$ cat src/rtl/mem_pkg.sv
// Shared memory-subsystem geometry and the L1 fill controller state encoding.
// Both l1_fill_ctrl and l1_cache_dm import these so their line layout always agrees.
package mem_pkg;

    localparam int LINE_SIZE      = 16;
    localparam int WORD_BYTES     = 4;
    localparam int WORDS_PER_LINE = LINE_SIZE / WORD_BYTES;
    localparam int OFFSET_BITS    = $clog2(LINE_SIZE);
    localparam int BEAT_BITS      = $clog2(WORDS_PER_LINE);

    typedef enum logic [2:0] {
        IDLE    = 3'd0,
        RD_REQ  = 3'd1,
        RD_WAIT = 3'd2,
        WR_REQ  = 3'd3,
        DONE    = 3'd4
    } fill_state_t;

endpackage

$ cat src/rtl/l1_fill_ctrl.sv
// Read-miss line fill and write-through forwarding between the CPU memory stage,
// a direct-mapped L1 and main memory. The current FSM state is exported on state_dbg.
module l1_fill_ctrl
    import mem_pkg::*;
#(
    parameter int DATA_WIDTH = 32,
    parameter int ADDR_WIDTH = 32,
    parameter int LINE_SIZE  = mem_pkg::LINE_SIZE
) (
    input  logic                  clk,
    input  logic                  rst_n,
    input  logic                  mem_valid,
    input  logic                  mem_we,
    input  logic [ADDR_WIDTH-1:0] mem_addr,
    input  logic [DATA_WIDTH-1:0] mem_w_data,
    input  logic                  cache_hit,
    output logic                  cpu_stall,
    output logic                  fill_en,
    output logic [ADDR_WIDTH-1:0] fill_addr,
    output logic [DATA_WIDTH-1:0] fill_data,
    output logic                  fill_mark_valid,
    output logic                  mreq_valid,
    input  logic                  mreq_ready,
    output logic                  mreq_we,
    output logic [ADDR_WIDTH-1:0] mreq_addr,
    output logic [DATA_WIDTH-1:0] mreq_wdata,
    input  logic                  mresp_valid,
    input  logic [DATA_WIDTH-1:0] mresp_data,
    output fill_state_t           state_dbg
);

    // Handshake: a main-memory request transfers on a cycle with mreq_valid & mreq_ready;
    // while valid is high and ready is low every request field holds its value.
    // mresp_valid carries one read word and is only consumed in RD_WAIT.

    localparam int WORD_BYTES_L = DATA_WIDTH / 8;
    localparam int WORD_BITS    = $clog2(WORD_BYTES_L);
    localparam int OFF_BITS     = $clog2(LINE_SIZE);
    localparam int N_BEATS      = LINE_SIZE / WORD_BYTES_L;
    localparam int BEAT_W       = $clog2(N_BEATS);
    localparam logic [BEAT_W-1:0] LAST_BEAT = BEAT_W'(N_BEATS - 1);

    fill_state_t           state_q;
    fill_state_t           state_d;
    logic [BEAT_W-1:0]     beat_q;
    logic [ADDR_WIDTH-1:0] line_base_q;
    logic [ADDR_WIDTH-1:0] wr_addr_q;
    logic [DATA_WIDTH-1:0] wr_data_q;

    logic                  read_miss;
    logic                  write_req;
    logic                  last_beat;
    logic                  resp_fire;
    logic [ADDR_WIDTH-1:0] beat_addr;

    assign read_miss = mem_valid & ~mem_we & ~cache_hit;
    assign write_req = mem_valid & mem_we;
    assign last_beat = (beat_q == LAST_BEAT);
    assign resp_fire = (state_q == RD_WAIT) & mresp_valid;
    assign beat_addr = line_base_q | (ADDR_WIDTH'(beat_q) << WORD_BITS);
    assign state_dbg = state_q;

    // State register
    always_ff @(posedge clk or negedge rst_n) begin
        if (!rst_n) begin
            state_q <= IDLE;
        end else begin
            state_q <= state_d;
        end
    end

    // Next-state logic
    always_comb begin
        state_d = state_q;
        case (state_q)
            IDLE: begin
                if (write_req) begin
                    state_d = WR_REQ;
                end else if (read_miss) begin
                    state_d = RD_REQ;
                end
            end
            RD_REQ: begin
                if (mreq_ready) begin
                    state_d = RD_WAIT;
                end
            end
            RD_WAIT: begin
                if (mresp_valid) begin
                    state_d = last_beat ? DONE : RD_REQ;
                end
            end
            WR_REQ: begin
                if (mreq_ready) begin
                    state_d = DONE;
                end
            end
            DONE:    state_d = IDLE;
            default: state_d = IDLE;
        endcase
    end

    // Output decode; fill outputs follow mresp_valid combinationally in RD_WAIT
    always_comb begin
        cpu_stall       = 1'b0;
        fill_en         = 1'b0;
        fill_addr       = '0;
        fill_data       = '0;
        fill_mark_valid = 1'b0;
        mreq_valid      = 1'b0;
        mreq_we         = 1'b0;
        mreq_addr       = '0;
        mreq_wdata      = '0;
        case (state_q)
            IDLE: begin
                cpu_stall = read_miss | write_req;
            end
            RD_REQ: begin
                cpu_stall  = 1'b1;
                mreq_valid = 1'b1;
                mreq_addr  = beat_addr;
            end
            RD_WAIT: begin
                cpu_stall = 1'b1;
                if (mresp_valid) begin
                    fill_en         = 1'b1;
                    fill_addr       = beat_addr;
                    fill_data       = mresp_data;
                    fill_mark_valid = last_beat;
                end
            end
            WR_REQ: begin
                cpu_stall  = 1'b1;
                mreq_valid = 1'b1;
                mreq_we    = 1'b1;
                mreq_addr  = wr_addr_q;
                mreq_wdata = wr_data_q;
            end
            default: begin
                cpu_stall = 1'b0;
            end
        endcase
    end

    // Beat counter and request latches; beat stops at the last word instead of wrapping
    always_ff @(posedge clk or negedge rst_n) begin
        if (!rst_n) begin
            beat_q      <= '0;
            line_base_q <= '0;
            wr_addr_q   <= '0;
            wr_data_q   <= '0;
        end else begin
            if ((state_q == IDLE) && read_miss) begin
                line_base_q <= {mem_addr[ADDR_WIDTH-1:OFF_BITS], {OFF_BITS{1'b0}}};
                beat_q      <= '0;
            end
            if ((state_q == IDLE) && write_req) begin
                wr_addr_q <= mem_addr;
                wr_data_q <= mem_w_data;
            end
            if (resp_fire && !last_beat) begin
                beat_q <= beat_q + BEAT_W'(1);
            end
        end
    end

endmodule

$ cat config.mk
export PLATFORM = sky130hd
export DESIGN_NAME = l1_fill_ctrl
export DESIGN_NICKNAME = d
export VERILOG_FILES = /design/src/rtl/mem_pkg.sv /design/src/rtl/l1_fill_ctrl.sv
export SDC_FILE = /design/constraint.sdc
export NUM_CORES = 1
export LEC_CHECK = 0
export BUFFER_PORTS_ARGS = -buffer_cell sky130_fd_sc_hd__buf_2
export CAP_MARGIN = 10
export CORE_ASPECT_RATIO = 2
export CORE_MARGIN = 3
export CORE_UTILIZATION = 48
export DETAILED_ROUTE_END_ITERATION = 8
export GPL_TIMING_DRIVEN = 0
export PLACE_DENSITY_LB_ADDON = 0.12
export SLEW_MARGIN = 20
export SYNTH_ARGS = -nofsm -noshare
export SYNTH_HDL_FRONTEND = slang
export SYNTH_SLANG_ARGS = --single-unit
$ cat constraint.sdc
create_clock -name clk -period 2.2 [get_ports clk]
set_input_delay 0.22 -clock clk [delete_from_list [all_inputs] [get_ports clk]]
set_output_delay 0.22 -clock clk [all_outputs]
set_load 0.005 [all_outputs]
======== Yosys cells after proc, flatten, opt, wreduce, memory -nomap -nowiden ========
Index checks and enable logic that the tools add are counted.
word-level totals
  output and inout port bits .............. 136
  word-level logic and storage cells ...... 53
  register bits ........................... 97
cells by class
  reductions and logical operators ........ 9
  multiplexer cells ....................... 22
  $add $sub $neg .......................... 1
  bitwise gates (word level) .............. 8
  equal/unequal tests ..................... 8
operator list
  cell                                           count
  2-to-1 mux 32 bit                              5
  one-hot mux 32 bit (2 select lines)            1
  OR 32 x 4 -> 32 bit                            1
  2-to-1 mux 3 bit                               6
  one-hot mux 3 bit (4 select lines)             1
  == test 3 x 2 -> 1 bit, second input constant  2
  2-to-1 mux 1 bit                               6
  != test 2 bit, second input constant           3
  AND 1 bit                                      4
  2-to-1 mux 2 bit                               2
  AND reduction 4 bit                            1
  == test 3 x 1 -> 1 bit, second input constant  1
  logical AND 1 bit                              3
  zero test 3 bit                                1
  != test 3 bit, second input constant           1
  OR reduction 3 bit                             1
  adder 2 x 1 -> 2 bit, second input constant    1
  == test 2 bit, second input constant           1
  NOT 1 bit                                      2
  one-hot mux 1 bit (2 select lines)             1
  nonzero test 2 bit                             1
  OR reduction 2 bit                             1
  zero test 1 bit                                1
  OR 1 bit                                       1

======== Logic depth before layout (Yosys ltp) ========
  word-level depth ........................ 6
  mapped depth ............................ 6

======== Least setup slack after synthesis ========
Ideal clock, no wire load.
  path type ............................... reg2reg
  start point ............................. register state_q[0] (netlist: state_dbg[0])
  end point ............................... register wr_addr_q[0]
  arrival time ............................ 1.855 ns
  required time ........................... 2.075 ns
  slack ................................... 0.219 ns
  period minus slack after synthesis ...... 1.981 ns
  stages on the path, launching flop included .. 7
  cell sequence ........................... dfrtp_1 buf_6 or4b_4 or2_1 buf_6 buf_12 mux2_4
on the way
  cells in the longest elaborated chain, start to end .. 2
ends and longest elaborated chain
  element                   RTL line             source
  start: declaration        l1_fill_ctrl.sv:43   fill_state_t state_q;
  start signal: assignment  l1_fill_ctrl.sv:68   state_q <= state_d;
  zero test 3 bit           l1_fill_ctrl.sv:157  if ((state_q == IDLE) && write_req) begin
  logical AND 1 bit         l1_fill_ctrl.sv:157
  end signal: assignment    l1_fill_ctrl.sv:158  wr_addr_q <= mem_addr;
  end: declaration          l1_fill_ctrl.sv:47   logic [ADDR_WIDTH-1:0] wr_addr_q;
No other way between the ends.
A chain may end at the register's enable or synchronous reset.

======== Worst setup path in the final report ========
  start point ............................. register state_q[2] (netlist: state_dbg[2])
  end point ............................... output port mreq_wdata[9]
on the way
  cells in the longest elaborated chain, start to end .. 2
ends and longest elaborated chain
  element                 RTL line             source
  == test 3 x 2 -> 1 bit  l1_fill_ctrl.sv:114  case (state_q)
  2-to-1 mux 32 bit       l1_fill_ctrl.sv:114
  end: declaration        l1_fill_ctrl.sv:26   output logic [DATA_WIDTH-1:0] mreq_wdata,
No other way between the ends.

==> impl_metrics.tcl <==
set metrics [dict create \
    rsz0062_at_grt "true" \
    hold_slack_ns 0.09837 \
    root_buffer "clkbuf_16" \
    die_h_um 154.3 \
    pwr-share-clk_pct 17.0 \
    wire_per_inst_um 17.74 \
    cts_max_path_buffers 2 \
    final_cells 808 \
    slowest_stage "dfrtp_1" \
    synth_top_cell_area_share_pct 45.96 \
    p_total_mw 9.000 \
    postSynthAreaPerCell_um2 12.79 \
    routabilityCongestion 0.7903 \
    grt_pass1_wl_mm 22.29 \
    crit_buf_inv 3 \
    fin_crit_ns 2.095 \
    fin_crit_sh_pct 95.21 \
    start_util_pct 49.78 \
    row_count 53 \
    critPathMaxFanout 10 \
    drt-vias-per-instance 5.046 \
    coreArea_um2 10610 \
    wirelength_mm 14.34 \
    clock_latency_ns 0.35 \
    placed_cell_area_um2 6671 \
    multiInputGateArea_um2 2566 \
    setup.worst_path.class "register to output pin" \
    synth.distinct_cells 34 \
    layout-drive-gt1-share_pct 57.10 \
    seq_power_share_pct 35.9 \
    end_kind "output pin" \
    h-tree-depth 3 \
    pwr-share-comb_pct 47.1 \
    p_int_mw 5.928 \
    seqCellArea_um2 2427 \
    power_leakage_nw 4.130 \
    grt.total_usage_pct 23.33 \
    seq_area_frac_synth_pct 45.96 \
    first_global_vias 4350 \
    synthArstFlopShare_pct 100.0 \
    nFillCells 899 \
    grt-ovfl-total 0 \
    numPortBuffers 236 \
    final_area_um2 7041 \
    drt_drc_violations_left 0 \
    swShare_pct 34.13 \
    antenna_found_initial 2 \
    yosysMostFrequentCell "dfrtp_1" \
    synth_cells 413 \
    cts_buffers 9 \
    cp_top_family "buffers and inverters" \
    worst_pin_slew_ns 0.5085 \
    slew_headroom_pct 66.10 \
    drt_iter0_drc 123 \
    synth-edff-count 0 \
    yosys-top-cells-area "dfrtp_1 (46%), mux2_4 (23%), and2_1 (7.3%), mux2i_1 (5.7%), and3_1 (4.0%)" \
    setup_viol 0 \
    path_clk_slew_ns 0.08 \
    dp.cells 788 \
    cts.sinks 97 \
    start_kind "register" \
    ys.warnings.count 0 \
    tns_ns 0 \
    dpl.hpwl_mm 10.86 \
    power_switching_mw 3.071 \
    ir_worst_vdd_uv 747.1 \
    dieArea_um2 12370 \
    synthFlopType "dfrtp_1" \
    cts_tree "done" \
    synth_commonest_cells "dfrtp_1 (97), mux2_4 (80), and2_1 (62)" \
    first_pass_iters 4 \
    io_pins 239 \
    grt_max_degree 81 \
    finalHoldViolCount 0 \
    final_max_slew_viol_count 0 \
    die_width_um 80.17 \
    synth_seq_cells 97 \
    hp-class "input pin to register" \
    p_per_area_nw_per_um2 1278 \
    synth_top_cell_by_area "dfrtp_1" \
    synth_area_um2 5281 \
    timing.fmax_mhz 477.4 \
    critical-path-max-stage-delay_ns 0.47 \
    cap_viol_max_count 0 \
    vias 4077 \
    status "finished, final reports clean" \
    drtAntennaViolNets 0 \
    final_nets 768 \
    cp_cell_sequence "or2b_1 > inv_2 > clkbuf_2 > and3_1 > buf_2" \
    syn2layout_area_growth_pct 33.31 \
    arrival_ns 1.87 \
    skew_ns 0.009577 \
    worstPathRequired_ns 1.98 \
]
power groups by stage:
stage / sequential (mW) / clock, mW / combinational, mW
after detailed placement: 3.24 / 0 / 4.22
after floorplan: 3.07 / 0 / 2.87
final: 3.23 / 1.53 / 4.24
after CTS: 3.23 / 1.55 / 4.28
after global routing: 3.36 / 1.61 / 4.61
after global placement: 3.18 / 0 / 4.12
layout make-up:
type                       count  area share [%]
antenna                        2         0.07109
clock inverter                 7          0.9419
buffer                        32           4.461
multi-input combinational    278           36.45
tap                          137           2.435
sequential                    97           34.48
timing repair buffer         240           17.61
clock buffer                   9           3.199
inverter                       6          0.3554
metrics by stage:
step,worst slack (ns),utilization (%)
floorplan,0.2195,-
CTS,0.003586,66.05
global route,0.001739,66.36
global placement,-0.004819,62.56
detailed placement,0.09043,62.88
finish,0.1053,66.36
cell families after synthesis:
kind of cell	count (synthesis)	synth area share (%)
mux	122	30.99
xor+xnor	1	0.1659
flops	97	45.96
buf+inv	39	5.828
simple gates	140	15.21
other cells	1	0.07101
fa+ha+maj	1	0.2369
compound gates	12	1.540
registers in the layout, indices dropped and copies added (netlist names):
signal / cells
state_dbg: 3
beat_q: 2
line_base_q: 28
wr_addr_q: 32
wr_data_q: 32
cells in the final DEF, fill, tap and decap left out, drive strengths merged, types with 2 or more instances in the layout:
cell / count
inv: 8
dfrtp: 97
nand2: 2
nor2: 33
mux2i: 30
and3: 34
conb: 2
mux2: 92
and2: 62
clkbuf: 22
o221ai: 2
a21oi: 4
diode: 2
clkinv: 4
or2: 3
buf: 257
timing repair:
| action | 4_1_cts | 5_1_grt |
|---|---|---|
| endpoints found under the hold margin | 17 | 0 |
| buffers inserted | 1 | 1 |
| setup endpoints to repair | 109 | 71 |
| cloned | 0 | 0 |
| resized for setup | 18 | 9 |
| hold buffers | 1 | 0 |
final timing paths:
check / cells after the start / slack (ns) / startpoint / end
worst max-delay path: 5 / 0.11 / state_dbg[2] / mreq_wdata[9]
worst min-delay path: 2 / 0.1 / mem_w_data[7] / wr_data_q[7]
min in group asynchronous: 2 / 0.27 / rst_n / wr_data_q[2]
max in group asynchronous: 3 / 1.29 / rst_n / line_base_q[16]
worst min register to register: 1 / 0.51 / wr_data_q[1] / wr_data_q[1]
worst max register to register: 6 / 0.13 / state_dbg[1] / line_base_q[15]
metal layers:
metal	part of all wire, %	track usage, %
met1	36	25.03
met2	55	43.31
met3	7.6	5.128
met4	2.0	8.541
met5	0	0
Note: power is estimated with default switching activity, not from simulation.
